### src/rtl/key_pkg.sv
// Shared types and sizing helpers for the key/switch debounce block.
package key_pkg;

  typedef enum logic [1:0] {
    REL      = 2'd0,
    PRESS_DB = 2'd1,
    HELD     = 2'd2,
    REL_DB   = 2'd3
  } key_state_e;

  localparam int TICK_DIV_DEF   = 50_000;
  localparam int DB_TICKS_DEF   = 20;
  localparam int LONG_TICKS_DEF = 1000;

  // Bits needed to hold values 0..max_val (never less than one bit).
  function automatic int cnt_w(input int max_val);
    return (max_val < 1) ? 1 : $clog2(max_val + 1);
  endfunction

  localparam int TICK_W_DEF = cnt_w(TICK_DIV_DEF - 1);
  localparam int DB_W_DEF   = cnt_w(DB_TICKS_DEF);
  localparam int HOLD_W_DEF = cnt_w(LONG_TICKS_DEF);

endpackage

### src/rtl/key_sw_debounce_db_chan.sv
// One debounce channel: tick-counted acceptance of a new level, with optional
// press/release/long-press pulses for push-button use.
module db_chan
  import key_pkg::*;
#(
  parameter int DB_TICKS   = DB_TICKS_DEF,
  parameter int LONG_TICKS = LONG_TICKS_DEF,
  parameter bit HAS_LONG   = 1'b1
) (
  input  logic fpga_clk_50,
  input  logic fpga_rst_n,
  input  logic tick,
  input  logic s,
  output logic level,
  output logic press_pls,
  output logic rel_pls,
  output logic long_pls
);

  localparam int DB_W   = cnt_w(DB_TICKS);
  localparam int HOLD_W = cnt_w(LONG_TICKS);
  localparam logic [DB_W-1:0]   DB_MAX   = DB_W'(DB_TICKS);
  localparam logic [HOLD_W-1:0] HOLD_MAX = HOLD_W'(LONG_TICKS);
  localparam logic [HOLD_W-1:0] HOLD_PRE = HOLD_W'(LONG_TICKS - 1);

  key_state_e        state_q, state_d;
  logic [DB_W-1:0]   db_cnt_q, db_cnt_d;
  logic [HOLD_W-1:0] hold_cnt_q, hold_cnt_d;
  logic              level_q, level_d;
  logic              press_q, press_d;
  logic              rel_q, rel_d;
  logic              long_q, long_d;

  always_ff @(posedge fpga_clk_50 or negedge fpga_rst_n) begin
    if (!fpga_rst_n) begin
      state_q    <= REL;
      db_cnt_q   <= '0;
      hold_cnt_q <= '0;
      level_q    <= 1'b0;
      press_q    <= 1'b0;
      rel_q      <= 1'b0;
      long_q     <= 1'b0;
    end else begin
      state_q    <= state_d;
      db_cnt_q   <= db_cnt_d;
      hold_cnt_q <= hold_cnt_d;
      level_q    <= level_d;
      press_q    <= press_d;
      rel_q      <= rel_d;
      long_q     <= long_d;
    end
  end

  // A level change always beats a coincident tick: the mismatch test comes first.
  always_comb begin
    state_d    = state_q;
    db_cnt_d   = db_cnt_q;
    hold_cnt_d = hold_cnt_q;
    level_d    = level_q;
    press_d    = 1'b0;
    rel_d      = 1'b0;
    long_d     = 1'b0;
    case (state_q)
      REL: begin
        if (s) begin
          state_d  = PRESS_DB;
          db_cnt_d = '0;
        end
      end
      PRESS_DB: begin
        if (!s) begin
          state_d = REL;
        end else if (tick) begin
          if (db_cnt_q == DB_MAX) begin
            state_d    = HELD;
            level_d    = 1'b1;
            press_d    = HAS_LONG;
            hold_cnt_d = '0;
          end else begin
            db_cnt_d = db_cnt_q + 1'b1;
          end
        end
      end
      HELD: begin
        if (!s) begin
          state_d  = REL_DB;
          db_cnt_d = '0;
        end else if (tick && HAS_LONG && (hold_cnt_q != HOLD_MAX)) begin
          hold_cnt_d = hold_cnt_q + 1'b1;
          long_d     = (hold_cnt_q == HOLD_PRE);
        end
      end
      REL_DB: begin
        // hold_cnt is left alone so a release bounce cannot re-arm long press.
        if (s) begin
          state_d = HELD;
        end else if (tick) begin
          if (db_cnt_q == DB_MAX) begin
            state_d = REL;
            level_d = 1'b0;
            rel_d   = HAS_LONG;
          end else begin
            db_cnt_d = db_cnt_q + 1'b1;
          end
        end
      end
      default: state_d = REL;
    endcase
  end

  assign level     = level_q;
  assign press_pls = press_q;
  assign rel_pls   = rel_q;
  assign long_pls  = long_q;

endmodule

### src/rtl/key_sw_debounce.sv
// Input conditioning for the user push buttons and slide switches:
// 2-FF synchronisers, a shared debounce tick and one db_chan per pin.
module key_sw_debounce
  import key_pkg::*;
#(
  parameter int TICK_DIV   = TICK_DIV_DEF,
  parameter int DB_TICKS   = DB_TICKS_DEF,
  parameter int LONG_TICKS = LONG_TICKS_DEF,
  parameter int N_KEY      = 3,
  parameter int N_SW       = 3
) (
  input  logic             fpga_clk_50,
  input  logic             fpga_rst_n,
  input  logic [N_KEY-1:0] usr_key_i,
  input  logic [N_SW-1:0]  usr_sw_i,
  output logic [N_KEY-1:0] key_level_o,
  output logic [N_KEY-1:0] key_press_o,
  output logic [N_KEY-1:0] key_release_o,
  output logic [N_KEY-1:0] key_long_o,
  output logic [N_SW-1:0]  sw_level_o
);

  localparam int TICK_W = cnt_w(TICK_DIV - 1);
  localparam logic [TICK_W-1:0] TICK_LAST = TICK_W'(TICK_DIV - 1);

  logic [N_KEY-1:0]  key_sync_p0, key_sync_p1;
  logic [N_SW-1:0]   sw_sync_p0, sw_sync_p1;
  logic [N_KEY-1:0]  key_s;
  logic [TICK_W-1:0] tick_cnt;
  logic              tick;
  logic [N_SW-1:0]   sw_press_unused, sw_rel_unused, sw_long_unused;

  // Stage p0/p1: metastability guard; keys idle high (released) out of reset.
  always_ff @(posedge fpga_clk_50 or negedge fpga_rst_n) begin
    if (!fpga_rst_n) begin
      key_sync_p0 <= '1;
      key_sync_p1 <= '1;
      sw_sync_p0  <= '0;
      sw_sync_p1  <= '0;
    end else begin
      key_sync_p0 <= usr_key_i;
      key_sync_p1 <= key_sync_p0;
      sw_sync_p0  <= usr_sw_i;
      sw_sync_p1  <= sw_sync_p0;
    end
  end

  assign key_s = ~key_sync_p1;

  always_ff @(posedge fpga_clk_50 or negedge fpga_rst_n) begin
    if (!fpga_rst_n) begin
      tick_cnt <= '0;
    end else if (tick) begin
      tick_cnt <= '0;
    end else begin
      tick_cnt <= tick_cnt + 1'b1;
    end
  end

  assign tick = (tick_cnt == TICK_LAST);

  for (genvar k = 0; k < N_KEY; k++) begin : g_key
    db_chan #(
      .DB_TICKS  (DB_TICKS),
      .LONG_TICKS(LONG_TICKS),
      .HAS_LONG  (1'b1)
    ) u_chan (
      .fpga_clk_50(fpga_clk_50),
      .fpga_rst_n (fpga_rst_n),
      .tick       (tick),
      .s          (key_s[k]),
      .level      (key_level_o[k]),
      .press_pls  (key_press_o[k]),
      .rel_pls    (key_release_o[k]),
      .long_pls   (key_long_o[k])
    );
  end

  for (genvar w = 0; w < N_SW; w++) begin : g_sw
    db_chan #(
      .DB_TICKS  (DB_TICKS),
      .LONG_TICKS(LONG_TICKS),
      .HAS_LONG  (1'b0)
    ) u_chan (
      .fpga_clk_50(fpga_clk_50),
      .fpga_rst_n (fpga_rst_n),
      .tick       (tick),
      .s          (sw_sync_p1[w]),
      .level      (sw_level_o[w]),
      .press_pls  (sw_press_unused[w]),
      .rel_pls    (sw_rel_unused[w]),
      .long_pls   (sw_long_unused[w])
    );
  end

endmodule
### config.mk
export PLATFORM = sky130hd
export DESIGN_NAME = key_sw_debounce
export DESIGN_NICKNAME = d
export VERILOG_FILES = /design/src/rtl/key_pkg.sv /design/src/rtl/key_sw_debounce_db_chan.sv /design/src/rtl/key_sw_debounce.sv
export SDC_FILE = /design/constraint.sdc
export NUM_CORES = 1
export LEC_CHECK = 0
export CORE_ASPECT_RATIO = 1.75
export CORE_UTILIZATION = 46
export DETAILED_ROUTE_END_ITERATION = 7
export HOLD_SLACK_MARGIN = 0.15
export SLEW_MARGIN = 15
export SYNTH_ARGS = -nofsm -noshare
export SYNTH_HDL_FRONTEND = slang
export SYNTH_SLANG_ARGS = --single-unit
### constraint.sdc
create_clock -name fpga_clk_50 -period 2.7 [get_ports fpga_clk_50]
set_input_delay 0.27 -clock fpga_clk_50 [delete_from_list [all_inputs] [get_ports fpga_clk_50]]
set_output_delay 0.27 -clock fpga_clk_50 [all_outputs]
set_load 0.02 [all_outputs]
==> summary.md <==
| Metric | Value |
|---|---|
| Synth unique cells | `56` |
| Crit path cell chain | `ha_1 -> nand3_1 -> and4b_2 -> buf_12 -> nand4_1 -> or4b_1 -> nand3_1` |
| Fin nets | `632` |
| Setup tns final | `0 ps` |
| FF-to-FF Start | `tick_cnt[0]` |
| IO buf count | `22` |
| Mapped Cells | `~600` |
| Starting Density | `0.470` |
| Final Hold Vio Count | `0` |
| Grt total ovfl | `0` |
| DIE HEIGHT | `about 150 um` |
| # H-tree levels | `4` |
| Reg area | `2890 um2` |
| Power density over the cells | `just over 600 nW/um2` |
| Clk_skew | `between 8 and 9 ps` |
| Vias | `roughly 4400` |
| Fin. max-slew vios | `0` |
| Antenna Nets Post-Route | `0` |
| GPL Wtd Cong | `around 0.80` |
| Syn nets | `613` |
| Placed cells | `753` |
| CTS Sinks | `between 100 and 150` |
| Worst-Skew Late Latency | `between 400 and 500 ps` |
| Worst EP required | `between 3000 and 4000 ps` |
| Clk slew on worst S/H paths | `60 ps` |
| FF-to-FF setup slack | `440 ps` |
| Ports | `23` |
| First-pass GRT wire length | `roughly 21000 um` |
| Clk buf depth | `2` |
| CP endpoint kind | `register` |
| Num CTS Buffers | `17` |
| Antenna violations before repair | `0` |
| CP most frequent cell | `nand3_1` |
| DRT Pass-1 Iters | `4` |
| Multi-input gate area | `about 2700 um2` |
| Via density | `between 5 and 6` |
| Final period utilization | `0.838` |
| Row count | `54` |
| Seq/Total Area, Yosys | `0.494` |
| Remaining routing DRC violations | `0` |
| Worst Path Arrival | `~2600 ps` |
| Buf/Inv on CP | `1` |
| Fillers | `around 1100` |
| CP max stage delay | `approximately 520 ps` |
| WL/cell | `about 15 um` |
| Die area | `between 10000 and 15000 um2` |
| Hold Path Class | `in2reg` |
| Syn Std Cell Area | `between 5000 and 6000 um2` |
| Peak fanout along the critical path | `28` |
| Synthesis-stage register bit count | `about 120` |
| DR iter-0 viols | `203` |
| CTS tree | `built` |
| Critical path class | `reg2reg` |
| Reg2reg path depth | `7` |
| Least-Margin Pin Slew | `765 ps` |
| Crit-path leading delay family | `simple AND/OR/NAND/NOR gates` |
| Clock period minus worst slack | `around 2300 ps` |
| Setup violations, final | `0` |
| Worst Setup Start Kind | `register` |
| Peak VDD IR | `roughly 0.00044 V` |
| Mean Syn Cell Area | `~10 um2` |
| Yosys warns | `0` |
| Gr usage total | `0.200` |
| Commonest cells after routing, fill and taps aside | `dfrtp_1 (109), nor2_1 (51), nand3_1 (47), o21ai_0 (44), nand2_1 (35)` |
| Worst Hold Depth | `1` |
| Highest clock rate | `0.442 GHz` |
| Post-DP HPWL | `around 8300 um` |
| Die X | `just under 90 um` |
| Non-Filler Instances | `786` |
| Share of cells above drive strength 1 | `0.110` |
| EDFF count, synth | `0` |
| HP Start | `usr_key_i[2]` |
| Core area | `between 10000 and 15000 um2` |
| Asr flop ratio synth | `1.00` |
| Post-layout util | `0.547` |
| MaxCap Viol Count | `0` |
| Main flop type after synthesis | `dfrtp_1` |
| Worst R2R End | `g_sw[1].u_chan.db_cnt_q[4]` |
| Leak | `2.95 nW` |
| Slew margin rel. | `0.487` |
| Vias in the first global route | `4422` |
| Max stage delay cell, worst path | `and4b_2` |
| WL final | `between 10000 and 15000 um` |
| Antenna Cells | `0` |
| RSZ-0062 raised after global routing | `no` |
| Levels on crit path | `7` |
| Most common cell after layout, fill and taps aside | `dfrtp_1` |
| Status | `completed` |
| Clock Tree Root | `clkbuf_16` |
| Area delta synth->final | `16.4%` |
| Worst Hold Path EP | `key_sync_p0[2]` |
| Power Total | `~4 mW` |
| Largest net degree at the start of global routing | `40` |
| CTS-repair resized insts | `0` |
[synthesized netlist by cell type, drive strengths merged (2+ instances only)]
cell / instances / area share
dfrtp: 109 / 0.47
nor2: 51 / 0.033
nand3: 48 / 0.042
o21ai: 44 / 0.038
nand2: 35 / 0.022
inv: 26 / 0.017
buf: 24 / 0.028
a21oi: 23 / 0.020
ha: 19 / 0.041
and3: 16 / 0.017
a22o: 15 / 0.022
o31ai: 15 / 0.019
nand4: 12 / 0.013
xor2: 12 / 0.018
clkbuf: 11 / 0.0071
nor3: 9 / 0.0077
xnor2: 9 / 0.013
mux2: 8 / 0.015
a31oi: 7 / 0.0075
and4b: 7 / 0.012
nand2b: 7 / 0.0075
dfstp: 6 / 0.027
nand4b: 6 / 0.0090
nor4: 6 / 0.0075
o41ai: 5 / 0.0075
or3: 5 / 0.0054
or4: 5 / 0.0064
a311oi: 4 / 0.0060
and2: 4 / 0.0043
nand3b: 4 / 0.0051
a211o: 3 / 0.0045
nor2b: 3 / 0.0032
o221a: 3 / 0.0058
a211oi: 2 / 0.0026
a21boi: 2 / 0.0026
and4bb: 2 / 0.0043
mux2i: 2 / 0.0034
o22ai: 2 / 0.0021
o311ai: 2 / 0.0060
or4b: 2 / 0.0034
[worst register-to-register path: stages (launching register included)]
cell and delay, ps:
dfrtp_1 370, ha_1 190, nand3_1 170, and4b_2 520, buf_12 210, nand4_1 150, or4b_1 510, nand3_1 90
[how the worst max path moves through the flow]
| stage | startpoint | endpoint | slack [ps] |
|---|---|---|---|
| after floorplan | tick_cnt[0] | g_key[2].u_chan.db_cnt_q[3] | 760 |
| after detailed placement | tick_cnt[0] | g_key[0].u_chan.hold_cnt_q[7] | 390 |
| after global routing | tick_cnt[0] | g_key[0].u_chan.hold_cnt_q[7] | 280 |
| after CTS | tick_cnt[0] | g_key[0].u_chan.hold_cnt_q[7] | 400 |
| final | tick_cnt[0] | g_sw[1].u_chan.db_cnt_q[4] | 440 |
| after global placement | tick_cnt[0] | g_sw[1].u_chan.db_cnt_q[4] | 480 |
[registers in the layout, summed over array words and instances, names as in the netlist, named ones only]
name                     cells
g_key.u_chan.db_cnt_q       15
g_sw.u_chan.db_cnt_q        15
g_key.u_chan.level           3
g_key.u_chan.state_q         3
g_sw.u_chan.level            3
g_sw.u_chan.state_q          3
key_sync_p1                  3
g_key.u_chan.long_pls        3
g_key.u_chan.hold_cnt_q     30
key_sync_p0                  3
g_key.u_chan.rel_pls         3
sw_sync_p1                   3
sw_sync_p0                   3
g_key.u_chan.press_pls       3
tick_cnt                    16
[where the power goes]
group          internal (mW)  switching, mW  total (mW)
registers               1.74         0.0210        1.76
clock network           1.50          0.768        2.27
logic                 0.0266         0.0570      0.0836
total                   3.27          0.846        4.12
[routing by layer]
metal	vias up	global-route usage	share of wire
met1	2194	0.227	0.42
met4	0	0.0992	0.025
met2	53	0.354	0.53
li1	2176	-	-
met3	23	0.0387	0.019
met5	-	0	0
[metrics by stage]
stage,worst slack [ps],area (um2),hold WS (ps)
5_1_grt,284,6810,256
4_1_cts,400,6810,246
3_3_place_gp,476,6190,267
3_5_place_dp,394,6190,270
2_1_floorplan,758,5850,-25.6
6_report,437,6810,263
[layout make-up]
class	count	area share
Clock inverter	8	0.0143
Timing Repair Buffer	35	0.0504
Clock buffer	24	0.0752
Tap cell	168	0.0309
Sequential cell	115	0.424
Inverter	26	0.0143
Multi-Input combinational cell	410	0.391
[logic make-up after synthesis]
| logic type | Yosys count | synth area share |
|---|---|---|
| xor gates and xnor gates | 21 | 0.0315 |
| buffers and inverters | 61 | 0.0516 |
| muxes | 10 | 0.0188 |
| AOI/OAI and AO/OA | 135 | 0.156 |
| and+or+nand+nor | 225 | 0.208 |
| DFF | 115 | 0.494 |
| adders and majority gates | 19 | 0.0407 |
[repair_timing]
item                                   in CTS  in global routing
endpoints found under the hold margin      33                  0
hold buffers                                1                  0
setup buffers                               0                  0
setup endpoints to repair                   0                  0
Power figures use the tool's default switching activity.
